<file path="src/rtl/fifo_pkg.sv">
// fifo_pkg: shared widths, read-mode constants and parameter sanity helpers
package fifo_pkg;
  localparam int MODE_STD  = 0;
  localparam int MODE_FWFT = 1;
  function automatic int addr_w(input int depth);
    return $clog2(depth);
  endfunction
  function automatic int cnt_w(input int depth);
    return $clog2(depth) + 1;
  endfunction
  function automatic bit is_pow2(input int depth);
    return (depth >= 2) && ((depth & (depth - 1)) == 0);
  endfunction
  function automatic bit thresh_ok(input int depth, input int afull, input int aempty);
    return (afull >= 1) && (afull <= depth) && (aempty >= 0) && (aempty <= depth - 1);
  endfunction
endpackage

</file>
<file path="src/rtl/sync_fifo_mem.sv">
// sync_fifo_mem: flop-array storage with one write port and a combinational read
module sync_fifo_mem
  import fifo_pkg::*;
#(
  parameter int DATA_WIDTH = 8,
  parameter int DEPTH      = 16
) (
  input  logic                       i_clk,
  input  logic                       i_wr_en,
  input  logic [addr_w(DEPTH)-1:0]   i_wr_addr,
  input  logic [DATA_WIDTH-1:0]      i_wr_data,
  input  logic [addr_w(DEPTH)-1:0]   i_rd_addr,
  output logic [DATA_WIDTH-1:0]      o_rd_data
);
  logic [DATA_WIDTH-1:0] r_mem [DEPTH];
  // write port; contents deliberately unreset
  always_ff @(posedge i_clk) begin
    if (i_wr_en) r_mem[i_wr_addr] <= i_wr_data;
  end
  assign o_rd_data = r_mem[i_rd_addr];
endmodule

</file>
<file path="src/rtl/sync_fifo.sv">
// sync_fifo: single-clock FIFO with status flags, sticky errors, flush and std/FWFT read
module sync_fifo
  import fifo_pkg::*;
#(
  parameter int DATA_WIDTH    = 8,
  parameter int DEPTH         = 16,
  parameter int AFULL_THRESH  = DEPTH - 2,
  parameter int AEMPTY_THRESH = 2,
  parameter int FWFT          = MODE_STD
) (
  input  logic                      i_clk,
  input  logic                      i_rst_n,
  input  logic                      i_flush,
  input  logic                      i_clr_err,
  input  logic                      i_wr_en,
  input  logic [DATA_WIDTH-1:0]     i_wr_data,
  input  logic                      i_rd_en,
  output logic [DATA_WIDTH-1:0]     o_rd_data,
  output logic                      o_rd_valid,
  output logic [cnt_w(DEPTH)-1:0]   o_count,
  output logic                      o_full,
  output logic                      o_empty,
  output logic                      o_almost_full,
  output logic                      o_almost_empty,
  output logic                      o_overflow,
  output logic                      o_underflow
);
  localparam int AW = addr_w(DEPTH);
  localparam int CW = cnt_w(DEPTH);

  if (!is_pow2(DEPTH)) begin : g_bad_depth
    $error("sync_fifo: DEPTH must be a power of 2 and at least 2");
  end
  if (!thresh_ok(DEPTH, AFULL_THRESH, AEMPTY_THRESH)) begin : g_bad_thresh
    $error("sync_fifo: almost-full/almost-empty threshold out of range");
  end
  if (FWFT != MODE_STD && FWFT != MODE_FWFT) begin : g_bad_mode
    $error("sync_fifo: FWFT must be 0 or 1");
  end

  logic [AW-1:0]         r_wr_ptr, r_rd_ptr;
  logic [CW-1:0]         r_count;
  logic                  r_ovf, r_udf;
  logic                  w_full, w_empty, w_rd_acc, w_wr_acc, w_mem_we;
  logic [DATA_WIDTH-1:0] w_mem_rd;

  assign w_full   = r_count == CW'(DEPTH);
  assign w_empty  = r_count == '0;
  assign w_rd_acc = i_rd_en & !w_empty;
  assign w_wr_acc = i_wr_en & (!w_full | w_rd_acc);
  assign w_mem_we = i_rst_n & !i_flush & w_wr_acc;

  sync_fifo_mem #(.DATA_WIDTH(DATA_WIDTH), .DEPTH(DEPTH)) u_mem (
    .i_clk     (i_clk),
    .i_wr_en   (w_mem_we),
    .i_wr_addr (r_wr_ptr),
    .i_wr_data (i_wr_data),
    .i_rd_addr (r_rd_ptr),
    .o_rd_data (w_mem_rd)
  );

  // pointers, occupancy and sticky errors; flush empties but keeps error history
  always_ff @(posedge i_clk) begin
    if (!i_rst_n) begin
      r_wr_ptr <= '0;
      r_rd_ptr <= '0;
      r_count  <= '0;
      r_ovf    <= 1'b0;
      r_udf    <= 1'b0;
    end else if (i_flush) begin
      r_wr_ptr <= '0;
      r_rd_ptr <= '0;
      r_count  <= '0;
    end else begin
      r_wr_ptr <= r_wr_ptr + AW'(w_wr_acc);
      r_rd_ptr <= r_rd_ptr + AW'(w_rd_acc);
      r_count  <= (w_wr_acc & !w_rd_acc) ? r_count + 1'b1 :
                  (w_rd_acc & !w_wr_acc) ? r_count - 1'b1 : r_count;
      r_ovf    <= (i_wr_en & !w_wr_acc) | (r_ovf & !i_clr_err);
      r_udf    <= (i_rd_en & !w_rd_acc) | (r_udf & !i_clr_err);
    end
  end

  if (FWFT == MODE_FWFT) begin : g_fwft
    assign o_rd_data  = w_mem_rd;
    assign o_rd_valid = !w_empty;
  end else begin : g_std
    logic [DATA_WIDTH-1:0] r_rd_data;
    logic                  r_rd_valid;
    // registered read: head word captured on each accepted pop, held otherwise
    always_ff @(posedge i_clk) begin
      if (!i_rst_n) begin
        r_rd_data  <= '0;
        r_rd_valid <= 1'b0;
      end else if (i_flush) begin
        r_rd_valid <= 1'b0;
      end else begin
        r_rd_valid <= w_rd_acc;
        if (w_rd_acc) r_rd_data <= w_mem_rd;
      end
    end
    assign o_rd_data  = r_rd_data;
    assign o_rd_valid = r_rd_valid;
  end

  assign o_count        = r_count;
  assign o_full         = w_full;
  assign o_empty        = w_empty;
  assign o_almost_full  = r_count >= CW'(AFULL_THRESH);
  assign o_almost_empty = r_count <= CW'(AEMPTY_THRESH);
  assign o_overflow     = r_ovf;
  assign o_underflow    = r_udf;
endmodule

</file>
<file path="config.mk">
export PLATFORM = sky130hd
export DESIGN_NAME = sync_fifo
export DESIGN_NICKNAME = d
export VERILOG_FILES = /design/src/rtl/fifo_pkg.sv /design/src/rtl/sync_fifo_mem.sv /design/src/rtl/sync_fifo.sv
export SDC_FILE = /design/constraint.sdc
export NUM_CORES = 1
export LEC_CHECK = 0
export ABC_AREA = 1
export CAP_MARGIN = 10
export CORE_MARGIN = 5
export CORE_UTILIZATION = 49
export DETAILED_ROUTE_END_ITERATION = 7
export GPL_TIMING_DRIVEN = 0
export PLACE_DENSITY = 0.78
export SLEW_MARGIN = 20
export SYNTH_ARGS = -nofsm -noshare
export SYNTH_HDL_FRONTEND = slang
export SYNTH_SLANG_ARGS = --single-unit
</file>
<file path="constraint.sdc">
create_clock -name i_clk -period 2.4 [get_ports i_clk]
set_clock_uncertainty 0.05 [all_clocks]
set_input_delay 0.24 -clock i_clk [delete_from_list [all_inputs] [get_ports i_clk]]
set_output_delay 0.24 -clock i_clk [all_outputs]
set_load 0.005 [all_outputs]
</file>
# Word level (Yosys, flattened, before mapping)
# Memories as Yosys holds them, arrays and structs flattened. A register that Yosys moved wholly into a read port is not among the register bits.
# Index checks and enable logic that the tools add are counted.
[classes]
n_addsub = 4
n_lt_le_gt_ge = 2
n_eq_ne = 1
n_mux = 4
bitwise_logic = 15
reduce_logical = 11
[op_table]
columns = ["cell", "n"]
rows = [
  ["$and 1x1->1", 10],
  ["$mux 5", 2],
  ["$add 4x1->4", 2],
  ["$logic_not 1->1", 7],
  ["$add 5x1->5 const B", 1],
  ["$eq 5x5->1 const B", 1],
  ["$ge 5x4->1 const B", 1],
  ["$le 5x2->1 const B", 1],
  ["$logic_not 5->1", 1],
  ["$sub 5x1->5 const B", 1],
  ["$or 1x1->1", 3],
  ["$mux 1", 2],
  ["$not 1->1", 2],
  ["$reduce_and 2->1", 1],
  ["$reduce_bool 2->1", 1],
  ["$reduce_or 2->1", 1],
]
[totals]
reg_bits = 16
mem_bits_rw = 128
out_inout_bits = 20
n_memories = 1
[memory_table]
columns = ["name", "depth", "width", "rd", "rd_clocked_by_memory_dff", "wr", "line_no", "text"]
rows = [
  ["u_mem.r_mem", 16, 8, 1, 1, 1, "sync_fifo_mem.sv:15", "logic [DATA_WIDTH-1:0] r_mem [DEPTH];"],
]

# Logic depth before layout (Yosys ltp)
# Gate-level depths: netlist of run 1.
[depth]
ltp_word = 9
mapped_depth = 14
mapped_depth_nobuf = 14

# Modules after synthesis
# Synthesis of run 1 repeated with hierarchy kept, for this count alone.
[unflattened]
hier_cells = 691
hier_area_um2 = 6742.7
[by_module_without_submodules]
columns = ["module", "n_inst", "cells_each", "area_per_inst_um2"]
rows = [
  ["sync_fifo_mem", 1, 543, 5606.6],
  ["sync_fifo", 1, 148, 1136.1],
]

# Worst setup path after synthesis of run 1
# OpenSTA, ideal clock, no wires.
[synth_path]
kind = "register to register"
from = "register r_count[1] (netlist: o_count[1])"
to = "register r_count[4] (netlist: o_count[4])"
setup_ns = 0.132
t_arrival_ns = 1.972
t_required_ns = 2.218
slack_ns = 0.245
path_stages_with_launch = 14
n_path_buf = 0
period_less_slack_ns = 2.155
path_cell_list = "dfxtp_1 -> nor2_1 -> nand3_1 -> nor3_2 -> nor2_1 -> ha_1 -> inv_1 -> fa_1 -> a21oi_1 -> nor2_1 -> o21bai_1 -> nand2_1 -> nand2_1 -> a21oi_1"
[synth_between]
elab_chain_cells = 8
[synth_rtl]
columns = ["element", "line_no", "text"]
rows = [
  ["start: declaration", "sync_fifo.sv:42", "logic [CW-1:0] r_count;"],
  ["start signal: assignment", "sync_fifo.sv:77", "r_count <= (w_wr_acc & !w_rd_acc) ? r_count + 1'b1 :"],
  ["$logic_not 5->1", "sync_fifo.sv:48", "assign w_empty = r_count == '0;"],
  ["$logic_not 1->1", "sync_fifo.sv:49", "assign w_rd_acc = i_rd_en & !w_empty;"],
  ["$and 1x1->1", "sync_fifo.sv:49", ""],
  ["$or 1x1->1", "sync_fifo.sv:50", "assign w_wr_acc = i_wr_en & (!w_full | w_rd_acc);"],
  ["$and 1x1->1", "sync_fifo.sv:50", ""],
  ["$logic_not 1->1", "sync_fifo.sv:78", "(w_rd_acc & !w_wr_acc) ? r_count - 1'b1 : r_count;"],
  ["$and 1x1->1", "sync_fifo.sv:78", ""],
  ["$reduce_bool 2->1 (no line)", "n/a", ""],
]
# Parallel ways exist; a longest one is shown, timed or not. The select of a mux whose other input is x is not followed.
# A chain may end at the register's enable or synchronous reset.

# Worst setup path after layout of run 1
[layout_path]
from = "register r_count[1] (netlist: o_count[1])"
to = "register r_count[3] (netlist: o_count[3])"
# Same word-level chain as after synthesis.

==> results of run 1 <==
-- area by class of cell --
type | instances | area (um^2)
plain buffers | 28 | 179
clock buffers | 20 | 437
clock inverters | 11 | 83.8
fillers | 1070 | 5440
inverters | 97 | 364
multi-input cells | 399 | 1840
flip-flops and latches | 152 | 4330
well taps | 176 | 220
repair buffers | 35 | 345
-- worst max path at each step --
stage                               to  depth (start not counted)
2_1_floorplan  o_count[4]$_SDFFE_PP0P_                         13
3_3_place_gp   o_count[4]$_SDFFE_PP0P_                         13
3_5_place_dp   o_count[4]$_SDFFE_PP0P_                         13
4_1_cts        o_count[4]$_SDFFE_PP0P_                         14
5_1_grt        o_count[4]$_SDFFE_PP0P_                         14
6_report       o_count[3]$_SDFFE_PP0P_                         12
-- Yosys cell counts --
cell type and instances:
a2111oi_0 1, a21oi_1 8, buf_2 18, buf_4 4, buf_6 4, clkbuf_1 2
clkinv_1 1, dfxtp_1 24, edfxtp_1 128, fa_1 1, ha_1 8, inv_1 93
inv_2 3, nand2_1 228, nand3_1 96, nand4_1 3, nor2_1 32, nor3_1 1
nor3_2 1, o21ai_0 14, o21bai_1 1, xnor2_1 3, xor2_1 2
-- worst max-delay path, stage by stage, from the launching register on --
cell and delay (ns):
dfxtp_4 0.37, nor2_2 0.15, nand3_2 0.11, nor3_4 0.28, nor2_4 0.08, ha_4 0.17
inv_2 0.10, ha_4 0.23, a21oi_1 0.15, nand2_1 0.08, xor2_1 0.14, o21ai_0 0.14
inv_1 0.06
-- state kept, by name (all words and copies together), names as in the netlist --
signal and cells:
r_wr_ptr 4, o_rd_valid 1, u_mem.r_mem 128, r_rd_ptr 4, o_count 5, o_overflow 1
o_rd_data 8, o_underflow 1
-- through the flow --
stage	util	cell area [um^2]
2_1_floorplan	-	6640
3_3_place_gp	0.543	7190
3_5_place_dp	0.543	7190
4_1_cts	0.583	7720
5_1_grt	0.589	7800
6_report	0.589	7800
-- report_power, final --
group / total [mW] / internal (mW) / switching (mW) / leakage (nW)
logic: 0.721 / 0.302 / 0.419 / 1.65
clock network: 2.39 / 1.40 / 0.992 / 0.248
registers: 2.95 / 2.91 / 0.0407 / 1.35
-- cells by family (layout without fill, tap and decap cells) --
family / after synthesis / after routing
xor gates and xnor gates: 5 / 5
adders and majority gates: 9 / 9
and+or+nand+nor: 361 / 361
DFF: 152 / 152
buffers and inverters: 125 / 191
AOI/OAI and AO/OA: 24 / 24
-- layer usage --
metal / routed length [um] / part of all wire
met1: 6330 / 0.40
met5: 0 / 0
met3: 1150 / 0.072
met4: 439 / 0.028
met2: 7990 / 0.50
-- what timing repair did --
action	CTS	global route
pin swaps	0	3
gates cloned	0	0
buffers inserted	0	2
resized for setup	4	17
endpoints found under the setup margin	16	6
==> results.yml, run 1 <==
run_status:
  status: "completed"
global_route:
  grt_pass1_wl_mm: 24.6
  grt.busiest_layer: "met2"
  use_met2: 0.338
  use_met3: 0.0437
  grt_overflow_total: 0
  grt_pass1_vias: 4664
  antenna_found_initial: 0
  grt_max_degree: 17
  grt_use_total: 0.201
  grt_use_met1: 0.257
routing:
  wl_mm: 15.9
  drtIter0Drc: 500
  vias_per_cell: 5.36
  drc: 0
  dr.pass1.iters: 6
  drtAntennaViolNets: 0
  wire_per_inst_um: 17.3
  vias: 4921
clocking:
  cts_tree: "yes"
  cts_buffers: 17
  htree_levels: 4
  cts_hold_buf: 0
  cts_buffer_depth: 2
  cts.clk_slew.worst_paths_ns: 0.06
  insertion_delay_ns: 0.42
  root_buffer: "clkbuf_16"
  numClockSinks: 152
cells_and_area:
  n_antenna_cell: 0
  final_common_cell: "nand2_1"
  final_cell_mix: "227 x nand2_1, 128 x edfxtp_1, 95 x nand3_1, 91 x inv_1, 33 x clkdlybuf4s50_1"
  drive_gt1_frac: 0.0970
  fin_cells: 918
  num-nets-final: 753
  area_growth_pct: 17.4
worst_hold_path:
  hold_end: "o_overflow$_SDFFE_PN0N_"
  hold_class: "input port to flop"
  holdPathStages: 3
  min_from: "i_wr_en"
timing:
  max_freq_mhz: 446
  fin_hold_ws_ns: 0.382
  tns_ns: 0
  slew_headroom: 0.440
  worst_slew_pin_slew_ns: 0.838
  finalMaxSlewViolations: 0
  finalCritPeriodShare: 0.934
  fin_crit_ns: 2.24
  setup_viol: 0
  hold_viol: 0
  fin_ws_ns: 0.158
logic_synthesis:
  synth_fa_ha_area_frac: 0.0181
  post_synth.cell_area_avg_um2: 9.82
  synth_fp_nets: 699
  synth_top_family_by_area: "simple AND/OR/NAND/NOR gates"
  synth_compound_area_frac: 0.0190
  synth.distinct_cells: 23
  synth_top_area_share: 0.579
  yosysWarnings: 0
  muxShareOfSynthArea: 0
  synth_top_area_cell: "edfxtp_1"
  synthCells: 676
  syn-cell-area_mm2: 0.00664
  synth-simple-area-share: 0.224
  synth_xor_area_frac: 0.00659
  netlist_top_cells_area: "edfxtp_1 58%, nand2_1 13%, dfxtp_1 7.2%"
  ys_ff_latch: 152
  ys_seq_area_frac: 0.651
placed_design:
  post-place-ws_ns: -0.144
  port_buffers: 33
  hpwl_mm: 10.6
  dp_cells: 885
  gp_congestion: 0.931
floorplan:
  initial_core_util: 0.502
  die_area_mm2: 0.0160
  num_io_pins: 34
  die_w_um: 126
  dieHeight_um: 126
  core_area_mm2: 0.0132
  num_rows: 42
power:
  ir_drop_uv: 619
  leakage_nw: 3.25
  power_mw: 6.06
  power_density_mw_per_mm2: 776
job:
  max_cap_viol_count: 0
critical_path:
  cp.required_ns: 2.66
  reg2reg_from: "o_count[1]$_SDFFE_PP0P_"
  startpoint_type: "flop"
  crit_fanout: 7
  rr_worst_depth: 12
  r2r_setup_slack_ns: 0.16
  critical_path_class: "flop to flop"
  reg2reg_to: "o_count[3]$_SDFFE_PP0P_"
  startpoint: "o_count[1]$_SDFFE_PP0P_"
  arrival_ns: 2.51
  endpoint_kind: "flop"
(Power assumes the default switching activity.)
==> run 2, diff against run 1 <==
CTS_BUF_LIST = sky130_fd_sc_hd__clkbuf_4 sky130_fd_sc_hd__clkbuf_8 sky130_fd_sc_hd__clkbuf_16   (was default)
==> results.yml, run 2 (same netlist as run 1, synthesis figures left out) <==
run_status:
  status: "completed"
placed_design:
  dp_cells: 885
  post-place-ws_ns: -0.144
  gp_congestion: 0.931
  hpwl_mm: 10.6
  port_buffers: 33
global_route:
  grt_pass1_wl_mm: 24.6
  antenna_found_initial: 0
  grt_use_total: 0.201
  grt_overflow_total: 0
  grt_max_degree: 17
  grt_pass1_vias: 4677
critical_path:
  crit_fanout: 7
  critPathMostFrequentCell: "ha_4"
  endpoint_kind: "flop"
  r2r_setup_slack_ns: 0.16
  arrival_ns: 2.50
  path_cells: "nor2_2 > nand3_2 > nor3_4 > nor2_4 > ha_4 > inv_2 > ha_4 > a21oi_1 > nand2_1 > xor2_1 > o21ai_0 > inv_1"
  critical_path_class: "flop to flop"
  startpoint_type: "flop"
  critPathMaxStageDelay_ns: 0.37
  cp.required_ns: 2.66
  cp_slowest_cell: "dfxtp_4"
timing:
  tns_ns: 0
  fin_ws_ns: 0.162
  slew_headroom: 0.436
  finalMaxSlewViolations: 0
  fin_hold_ws_ns: 0.387
  hold_viol: 0
  setup_viol: 0
  finalCritPeriodShare: 0.932
  worst_slew_pin_slew_ns: 0.844
  fin_crit_ns: 2.24
  max_freq_mhz: 447
power:
  leakage_nw: 3.26
  ir_drop_uv: 622
  power_density_mw_per_mm2: 780
routing:
  drc: 0
  drtIter0Drc: 529
  vias_per_cell: 5.31
  dr.pass1.iters: 6
  vias: 4870
  wl_mm: 15.9
  drtAntennaViolNets: 0
  wire_per_inst_um: 17.3
clocking:
  cts_buffer_depth: 2
  cts_buffers: 17
  root_buffer: "clkbuf_16"
  cts_tree: "yes"
  insertion_delay_ns: 0.42
  cts_hold_buf: 0
  cts.clk_slew.worst_paths_ns: 0.06
  htree_levels: 4
  numClockSinks: 152
cells_and_area:
  largest_register: "u_mem.r_mem"
  n_antenna_cell: 0
  final_common_cell: "nand2_1"
  num-nets-final: 753
  largest_reg_flops: 128
  fill_cells: 1067
  drive_gt1_frac: 0.101
  final_cell_mix: "227 x nand2_1, 128 x edfxtp_1, 95 x nand3_1, 91 x inv_1, 33 x clkdlybuf4s50_1"
  fin_cells: 918
  fin_util: 0.590
  area_growth_pct: 17.6
floorplan:
  core_area_mm2: 0.0132
  num_rows: 42
  dieHeight_um: 126
  die_w_um: 126
  num_io_pins: 34
  die_area_mm2: 0.0160
  initial_core_util: 0.502
job:
  max_cap_viol_count: 0
worst_hold_path:
  hold_class: "input port to flop"
==> run 2: worst paths after layout <==
check,endpoint,depth (start not counted),start
setup / recovery,o_count[3]$_SDFFE_PP0P_,12,o_count[1]$_SDFFE_PP0P_
hold / removal,o_overflow$_SDFFE_PN0N_,3,i_wr_en
setup reg to reg,o_count[3]$_SDFFE_PP0P_,12,o_count[1]$_SDFFE_PP0P_
hold reg to reg,o_overflow$_SDFFE_PN0N_,2,o_overflow$_SDFFE_PN0N_
==> run 2: critical path: cells and delay by family, from the launching register on <==
| family | cells | cell delay (ns) |
|---|---|---|
| buf+inv | 2 | 0.17 |
| fa+ha+maj | 2 | 0.40 |
| compound gates | 2 | 0.29 |
| flops | 1 | 0.37 |
| xor+xnor | 1 | 0.14 |
| simple gates | 5 | 0.70 |
==> run 2: metrics by stage <==
step,power (mW),cell area [um^2]
floorplan,3.35,6640
global placement,3.61,7190
detailed placement,3.64,7190
CTS,6.02,7730
global route,6.29,7810
finish,6.09,7810
==> run 2: layout make-up <==
type                       instances  area, um^2  area share
sequential                       152        4330       0.555
inverter                          97         364      0.0466
tap                              176         220      0.0282
clock inverter                    11        83.8      0.0107
multi-input combinational        399        1840       0.235
timing repair buffer              35         345      0.0442
clock buffer                      20         448      0.0573
buffer                            28         179      0.0229
==> run 2: power by group <==
| group | total, mW | switching [mW] | internal [mW] |
|---|---|---|---|
| Combinational | 0.720 | 0.418 | 0.302 |
| Sequential | 2.95 | 0.0406 | 2.91 |
| Clock | 2.42 | 0.992 | 1.43 |
| Total | 6.09 | 1.45 | 4.64 |
==> run 2: per-layer routing <==
metal / share of wire / track usage / wire (um) / up-vias
li1: - / - / - / 2300
met1: 0.39 / 0.256 / 6220 / 2314
met2: 0.51 / 0.336 / 8040 / 224
met3: 0.076 / 0.0437 / 1210 / 32
met4: 0.026 / 0.0763 / 413 / 0
met5: 0 / 0 / 0 / -
==> run 2: repair_timing <==
| item | 4_1_cts | 5_1_grt |
|---|---|---|
| gates resized for setup | 4 | 17 |
| pin swaps | 0 | 3 |
| endpoints found under the setup margin | 16 | 6 |
| setup buffers | 0 | 2 |
